<file path="config.mk">
export PLATFORM = sky130hd
export DESIGN_NAME = dffnsnq_preset_seq
export DESIGN_NICKNAME = d
export VERILOG_FILES = /design/src/rtl/dffnsnq_preset_seq.sv
export SDC_FILE = /design/constraint.sdc
export NUM_CORES = 1
export LEC_CHECK = 0
export ABC_CLOCK_PERIOD_IN_PS = 3300
export BUFFER_PORTS_ARGS = -buffer_cell sky130_fd_sc_hd__buf_2
export CAP_MARGIN = 15
export CELL_PAD_IN_SITES_DETAIL_PLACEMENT = 1
export CELL_PAD_IN_SITES_GLOBAL_PLACEMENT = 2
export CORE_ASPECT_RATIO = 1.4
export CORE_MARGIN = 4
export CORE_UTILIZATION = 30
export CTS_BUF_LIST = sky130_fd_sc_hd__clkbuf_4 sky130_fd_sc_hd__clkbuf_8 sky130_fd_sc_hd__clkbuf_16
export DETAILED_ROUTE_END_ITERATION = 10
export MAX_ROUTING_LAYER = met4
export PLACE_DENSITY_LB_ADDON = 0.1
export SETUP_SLACK_MARGIN = 0.1
export SYNTH_ARGS = -nofsm -noshare
export SYNTH_HDL_FRONTEND = slang
export SYNTH_SLANG_ARGS = --single-unit
</file>
<file path="constraint.sdc">
create_clock -name CLK -period 3.3 [get_ports CLK]
set_input_delay 0.99 -clock CLK [delete_from_list [all_inputs] [get_ports CLK]]
set_output_delay 0.99 -clock CLK [all_outputs]
set_load 0.05 [all_outputs]
</file>
<file path="src/rtl/dffnsnq_preset_seq.sv">
// Sequencer for a negative-edge set-flop bank: timed preset pulse with recovery, or a one-cycle load.
// Load: CLKEN at t+1, ACK at t+2. Preset: SETN low t+1..t+P, recovery for REC cycles, then ACK. REQ is ignored while BUSY.
module dffnsnq_preset_seq #(
  parameter int WIDTH = 8,
  parameter int CW    = 4
) (
  input  logic             CLK,
  input  logic             RST,
  input  logic             REQ,
  input  logic             OP,
  input  logic [WIDTH-1:0] DIN,
  input  logic [CW-1:0]    PW,
  input  logic [CW-1:0]    REC,
  output logic             BANK_SETN,
  output logic             BANK_CLKEN,
  output logic [WIDTH-1:0] BANK_D,
  output logic             BUSY,
  output logic             ACK
);

  typedef enum logic [2:0] {IDLE, SET, RECOV, LOAD, DONE} state_t;

  state_t           state_q;
  logic [CW-1:0]    cnt_q;
  logic [CW-1:0]    pw_q;
  logic [CW-1:0]    rec_q;
  logic             setn_q;
  logic             clken_q;
  logic [WIDTH-1:0] d_q;
  logic             busy_q;
  logic             ack_q;
  logic [CW-1:0]    pw_eff_d;

  // A zero pulse width still gives one cycle of set.
  assign pw_eff_d = (PW == '0) ? CW'(1) : PW;

  always_ff @(posedge CLK) begin
    if (RST) begin
      state_q <= IDLE;
      cnt_q   <= '0;
      pw_q    <= '0;
      rec_q   <= '0;
      setn_q  <= 1'b1;
      clken_q <= 1'b0;
      d_q     <= '0;
      busy_q  <= 1'b0;
      ack_q   <= 1'b0;
    end else begin
      case (state_q)
        IDLE: begin
          if (REQ) begin
            busy_q <= 1'b1;
            pw_q   <= pw_eff_d;
            rec_q  <= REC;
            cnt_q  <= CW'(1);
            if (OP) begin
              state_q <= SET;
              setn_q  <= 1'b0;
            end else begin
              state_q <= LOAD;
              clken_q <= 1'b1;
              d_q     <= DIN;
            end
          end
        end
        SET: begin
          if (cnt_q == pw_q) begin
            setn_q <= 1'b1;
            cnt_q  <= CW'(1);
            if (rec_q == '0) begin
              state_q <= DONE;
              ack_q   <= 1'b1;
            end else begin
              state_q <= RECOV;
            end
          end else begin
            cnt_q <= cnt_q + CW'(1);
          end
        end
        RECOV: begin
          if (cnt_q == rec_q) begin
            state_q <= DONE;
            ack_q   <= 1'b1;
          end else begin
            cnt_q <= cnt_q + CW'(1);
          end
        end
        LOAD: begin
          clken_q <= 1'b0;
          ack_q   <= 1'b1;
          state_q <= DONE;
        end
        DONE: begin
          ack_q   <= 1'b0;
          busy_q  <= 1'b0;
          state_q <= IDLE;
        end
        default: begin
          state_q <= IDLE;
          setn_q  <= 1'b1;
          clken_q <= 1'b0;
          busy_q  <= 1'b0;
          ack_q   <= 1'b0;
        end
      endcase
    end
  end

  assign BANK_SETN  = setn_q;
  assign BANK_CLKEN = clken_q;
  assign BANK_D     = d_q;
  assign BUSY       = busy_q;
  assign ACK        = ack_q;

endmodule

</file>
==> results of run 1 <==
## layer usage
layer	vias to the layer above	share of wire, %	track usage [%]
met5	-	0	-
met4	0	2.0	5.89
met3	6	2.7	1.56
met2	21	54	25.5
met1	583	42	14.7
li1	597	-	-
## power groups by stage
stage	logic (W)	clock network [W]	registers, W
after floorplan	0.000420	0	0.000560
after global placement	0.000582	0	0.000509
after detailed placement	0.000603	0	0.000510
after CTS	0.000604	0.000209	0.000504
after global routing	0.000653	0.000224	0.000520
final	0.000593	0.000199	0.000503
## worst paths after layout
path         slack (ns)                     end  cells after the start                    start
max                1.09  BANK_D[6]$_SDFFE_PP0P_                      4                      REQ
min                0.47        ACK$_SDFFE_PP0P_                      2         ACK$_SDFFE_PP0P_
max reg2reg        1.36  BANK_D[6]$_SDFFE_PP0P_                      3  state_q[0]$_SDFFE_PP0P_
min reg2reg        0.47        ACK$_SDFFE_PP0P_                      2         ACK$_SDFFE_PP0P_
## cells by family after synthesis
group / synth area share [%]
xor+xnor: 5.34
simple gates: 22.5
buf+inv: 5.53
fa+ha+maj: 0.954
flops: 41.2
compound gates: 24.4
## placed cells by master, fill, tap and decap left out, drive strengths merged, types with 2 or more instances in the layout
cell type,instances
dfxtp,27
nand3,2
clkbuf,4
buf,32
inv,4
o41ai,2
xor2,8
nor3,2
nor2b,2
nor3b,3
o211ai,2
or4b,2
nor2,10
o21a,2
nand4,3
nor4b,2
o21ai,15
a31oi,3
a21oi,17
nand2,27
## layout make-up
cell class	count	share of cell area, %
Sequential cell	27	35.1
Timing Repair Buffer	32	10.6
Inverter	4	0.975
Tap cell	60	4.87
Clock buffer	4	3.17
Multi-Input combinational cell	113	45.3
## synthesized netlist by cell type
cell type	count
nor2_8	1
o41ai_1	1
clkbuf_1	4
o2111ai_1	1
buf_2	1
o211ai_1	2
inv_1	4
buf_6	3
o21a_1	2
nand2_1	27
nor4b_2	1
nor4b_1	1
o31ai_1	1
o41ai_4	1
ha_1	1
or3_1	1
o21ai_1	4
a2111oi_0	1
nor2_1	9
a211oi_1	1
or4b_1	2
nand4_1	3
nor3b_2	1
nor4_1	1
o2bb2ai_1	1
dfxtp_1	27
o41a_1	1
nor3_1	1
a31oi_2	1
xor2_1	8
buf_1	1
o21ai_0	11
nand3_1	2
nor2b_1	2
o22ai_1	1
a21oi_1	17
a311o_1	1
nor3b_1	2
a31oi_1	2
nor3_2	1
## tightest hold or removal path: cells and delay by family (launching register included)
family	cells	cell delay, ns
compound gates	1	0.05
simple gates	1	0.06
flops	1	0.32
## stage by stage
step / cell area, sq um / utilization [%] / std cells
final: 1540 / 36.3 / 240
after global routing: 1540 / 36.3 / 240
after CTS: 1540 / 36.3 / 240
after detailed placement: 1490 / 35.2 / 236
after global placement: 1490 / 35.2 / 236
after floorplan: 1310 / - / 153
## state kept, by name (all words and copies together) (netlist names)
name and count:
BUSY 1, rec_q 4, BANK_CLKEN 1, cnt_q 4, pw_q 4, BANK_D 8, ACK 1, state_q 3
BANK_SETN 1
==> summary.txt, run 1 <==
Worst setup path
  – Max stage delay on crit path: 0.80 ns
  – Kind of critical path: in2reg
  – CP delay by family, top: simple AND/OR/NAND/NOR gates
  – Slowest-stage cell, CP: or4b_1
  – Critical Path Sink Type: register
  – Worst-path maximum fanout: 17
  – Nature of the critical path startpoint: input port
  – WP data required: around 3.4 ns
  – CP Buf/Inv Count: 1
  – CP cell instances: buf_2 -> or4b_1 -> o21ai_0 -> a21oi_1
  – Arrival time at the worst endpoint: around 2.4 ns

Yosys
  – Seq/Total Area, Yosys: 41.2%
  – Synthesized flop and latch total: 27
  – Leading area contributor after synthesis: dfxtp_1
  – Syn_nets: 174
  – Synthesized area per cell: 8.57 sq um
  – Top-area cell type share of the netlist area: 41.2%
  – Gate Count Post-Synth: around 150
  – Yosys warnings: 0
  – Synth top area cells: dfxtp_1 (41%), nand2_1 (7.7%), a21oi_1 (6.5%)
  – Count of cell types in the netlist: 40
  – Synth Cell Area: 1310 sq um

Finish
  – Final nets: 202
  – Share of cells above drive strength 1: 23.3%
  – FF+latch area: 541 sq um
  – N_diodes: 0
  – Total of fill cells in the finished design: 527
  – Area of the multi-input gates: between 600 and 700 sq um
  – Area grow syn2layout: 17.5%

Timing
  – Max_slew headroom: between 50% and 60%
  – FMAX: 453 MHz
  – Slew Viols, Final: 0
  – Fin. Hold Viols: 0
  – RSZ-0062 raised after global routing: no
  – Final setup violation count: 0
  – Slew @ Worst Pin: 0.730 ns
  – Final clock skew: 0.00290 ns
  – Fin crit period: 2.21 ns
  – Setup ws final: 1.09 ns
  – Min Hold Slack: around 0.47 ns
  – Setup tns final: 0 ns
  – Fin crit share: 66.8%

Placement
  – Detail Placement HPWL: around 2.7 mm
  – DP Worst Slack: 0.776 ns
  – PortBufs: 31
  – Final RePlAce weighted congestion: 0.735

Drt
  – DRT Wirelength: 3.54 mm
  – Via count: 1207
  – Residual DRC: 0
  – DR WL/cell: 14.8 um
  – 1st-iter DRT viols: 27
  – Vias/cell: 5.03
  – Antenna viol nets, final: 0
  – First-pass DRT Iterations: 4

Pwr
  – Overall power consumption: 0.00129 W
  – Clock power frac: approximately 15%
  – Switching Share: between 40% and 50%
  – Sw power: 0.000598 W
  – VDD IR max: 0.000276 V
  – Comb power frac: between 40% and 50%
  – Pleak: approximately 0.64 nW
  – Int Power: 0.000697 W
  – Sequential power share: 38.8%
  – PwrDens: 841 nW/um^2

Clock tree
  – Reg clk slew, reported paths: 0.09 ns
  – CTS tree: done
  – Post-CTS setup buffers: 0
  – Post-CTS Hold Fix Bufs: 0
  – Root Driver: clkbuf_8
  – # clock sinks: 27
  – # H-tree levels: 1
  – Worst skew pair latency: 0.27 ns
  – Bufs on Longest Clock Path: 2
  – CTS Buf Count: 3
  – Post_cts resized: 0

Floorplanning
  – Die H: 86.2 um
  – Core area: 4240 sq um
  – I/O Pins: 32
  – Die area: between 5000 and 6000 sq um
  – Die X: 63.9 um
  – Initial core utilization: approximately 31%
  – # rows: 28

Global route
  – First-pass GRT wire length: 5.81 mm
  – Overall routing resource usage: around 14%
  – Grt ovf: 0
  – Initial antenna violation count: 0
  – Largest net degree at the start of global routing: 27
  – Vias in the first global route: between 1000 and 1500

Flow run
  – MaxCap Viol Count: 0

Hold path
  – Hold Crit Class: reg2reg

Outcome
  – Status: completed
Note: power is estimated with default switching activity, not from simulation.
==> inputs of run 2 (changes only) <==
--- a/config.mk
+++ b/config.mk
@@ -5,7 +5,7 @@
 export SDC_FILE = /design/constraint.sdc
 export NUM_CORES = 1
 export LEC_CHECK = 0
-export ABC_CLOCK_PERIOD_IN_PS = 3300
+export ABC_CLOCK_PERIOD_IN_PS = 2100
 export BUFFER_PORTS_ARGS = -buffer_cell sky130_fd_sc_hd__buf_2
 export CAP_MARGIN = 15
 export CELL_PAD_IN_SITES_DETAIL_PLACEMENT = 1
==> constraint.sdc (replaced) <==
create_clock -name CLK -period 2.1 [get_ports CLK]
set_input_delay 0.63 -clock CLK [delete_from_list [all_inputs] [get_ports CLK]]
set_output_delay 0.63 -clock CLK [all_outputs]
set_load 0.05 [all_outputs]
==> run 2 against run 1 <==
Total power rose by 61%. Clock skew rose by 0.0018 ns. Count of clock-buffer cells in the layout fell by 1. Sequential power rose by 54%. Global-route usage rose by 0.60 points. Die area did not move. Core utilization rose by 0.56 points. Largest cell class unchanged. First-iteration DRC count rose by 33%. Hold slack got worse by 0.011 ns. Flip-flop and latch count did not move. Critical path type is now reg2reg.
==> summary.txt, run 2 (same netlist as run 1, synthesis figures left out) <==
Drt
  – DRT Wirelength: 3.56 mm (was 3.54 mm)
  – Vias/cell: 4.95 (was 5.03)
  – 1st-iter DRT viols: 36 (was 27)
  – First-pass DRT Iterations: 5 (was 4)
  – Antenna viol nets, final: 0 (unchanged)
  – Via count: 1202 (was 1207)
  – Residual DRC: 0 (unchanged)
  – DR WL/cell: 14.7 um (was 14.8 um)

Worst setup path
  – Critical Path Sink Type: register (unchanged)
  – Worst r2r src: state_q[1]$_SDFFE_PP0P_ (was state_q[0]$_SDFFE_PP0P_)
  – Kind of critical path: reg2reg (was in2reg)
  – Nature of the critical path startpoint: register (was input port)
  – Worst-path maximum fanout: 11 (was 17)
  – Critical path origin: state_q[1]$_SDFFE_PP0P_ (was REQ)
  – WP data required: 2.28 ns (was 3.44 ns)
  – Arrival time at the worst endpoint: 1.87 ns (was 2.35 ns)

Finish
  – Area grow syn2layout: 19.3% (was 17.5%)
  – Commonest cells after routing, fill and taps aside: buf_2 (31), dfxtp_1 (27), nand2_1 (27) (unchanged)
  – Max reg flops: 8 (unchanged)
  – Design area: 1560 sq um (was 1540 sq um)
  – Final nets: 205 (was 202)
  – N_diodes: 0 (unchanged)
  – Commonest non-fill, non-tap cell in the layout: buf_2 (unchanged)
  – Share of cells above drive strength 1: 24.6% (was 23.3%)

Clock tree
  – Post_cts resized: 0 (unchanged)
  – # clock sinks: 27 (unchanged)
  – Post-CTS Hold Fix Bufs: 0 (unchanged)
  – CTS tree: done (unchanged)
  – Root Driver: clkbuf_8 (unchanged)
  – CTS Buf Count: 3 (unchanged)
  – Worst skew pair latency: 0.28 ns (was 0.27 ns)
  – Post-CTS setup buffers: 0 (unchanged)
  – # H-tree levels: 1 (unchanged)
  – Reg clk slew, reported paths: 0.10 ns (was 0.09 ns)
  – Bufs on Longest Clock Path: 2 (unchanged)

Pwr
  – VDD IR max: 0.000425 V (was 0.000276 V)
  – Pleak: 0.655 nW (was 0.641 nW)
  – PwrDens: 1330 nW/um^2 (was 841 nW/um^2)

Timing
  – Slew Viols, Final: 0 (unchanged)
  – Slew @ Worst Pin: 0.520 ns (was 0.730 ns)
  – Setup tns final: 0 ns (unchanged)
  – Fin. Hold Viols: 0 (unchanged)
  – Max_slew headroom: 65.0% (was 51.3%)
  – Fin crit period: approximately 1.7 ns
  – Fin crit share: 80.0%
  – Min Hold Slack: 0.457 ns (was 0.468 ns)
  – RSZ-0062 raised after global routing: no (unchanged)
  – FMAX: between 500 and 600 MHz
  – Final setup violation count: 0 (unchanged)
  – Final clock skew: 0.00466 ns (was 0.00290 ns)

Global route
  – Vias in the first global route: 1277 (was 1217)
  – Largest net degree at the start of global routing: 27 (unchanged)
  – First-pass GRT wire length: 6.18 mm (was 5.81 mm)
  – Grt ovf: 0 (unchanged)
  – Overall routing resource usage: 14.4% (was 13.8%)
  – Initial antenna violation count: 0 (unchanged)

Placement
  – Final RePlAce weighted congestion: 0.749 (was 0.735)
  – PortBufs: 31 (unchanged)
  – Detail Placement HPWL: 2.77 mm (was 2.67 mm)
  – Placed Instance Area: 1510 sq um (was 1490 sq um)

Floorplanning
  – Die X: 63.9 um (unchanged)
  – Die H: 86.2 um (unchanged)
  – I/O Pins: 32 (unchanged)
  – Die area: 5510 sq um (unchanged)
  – # rows: 28 (unchanged)
  – Core area: 4240 sq um (unchanged)
  – Initial core utilization: 30.9% (unchanged)

Outcome
  – Status: completed (unchanged)

Flow run
  – MaxCap Viol Count: 0 (unchanged)

Hold path
  – Hold Crit Class: reg2reg (unchanged)
  – Hold Crit Start: ACK$_SDFFE_PP0P_ (unchanged)
## run 2: critical path, cell delays in order (launching register included)
cell	delay, ns
dfxtp_1	0.54
nor3b_2	0.42
o41ai_4	0.21
o2bb2ai_1	0.22
o21a_1	0.19
## run 2: worst paths after layout
| path | to | slack, ns | depth (start not counted) |
|---|---|---|---|
| min | ACK$_SDFFE_PP0P_ | 0.46 | 2 |
| max reg2reg | cnt_q[0]$_SDFFE_PP0P_ | 0.42 | 4 |
| min reg2reg | ACK$_SDFFE_PP0P_ | 0.46 | 2 |
| max | cnt_q[0]$_SDFFE_PP0P_ | 0.42 | 4 |
## run 2: layout make-up
class	count	area, sq um
well taps	60	75.1
repair buffers	35	185
clock inverters	1	8.76
flip-flops and latches	27	541
inverters	4	15.0
clock buffers	3	41.3
fillers	531	2680
multi-input cells	113	698
## run 2: metal layers
layer	part of all wire [%]	track usage, %
met5	0	-
met4	0.70	3.73
met3	3.3	2.20
met2	53	26.2
met1	43	16.3
## run 2: metrics by stage
stage / power, W / std cells / setup slack (ns) / utilization [%]
after detailed placement: 0.00179 / 239 / 0.222 / 35.7
after global placement: 0.00176 / 239 / 0.304 / 35.7
final: 0.00208 / 243 / 0.419 / 36.9
after floorplan: 0.00154 / 153 / 0.450 / -
after CTS: 0.00212 / 243 / 0.404 / 36.9
after global routing: 0.00226 / 243 / 0.261 / 36.9
## run 2: power by group
group / total, W / switching, W / internal [W]
clock network: 0.000320 / 0.000180 / 0.000139
registers: 0.000776 / 0.000142 / 0.000635
logic: 0.000986 / 0.000639 / 0.000347
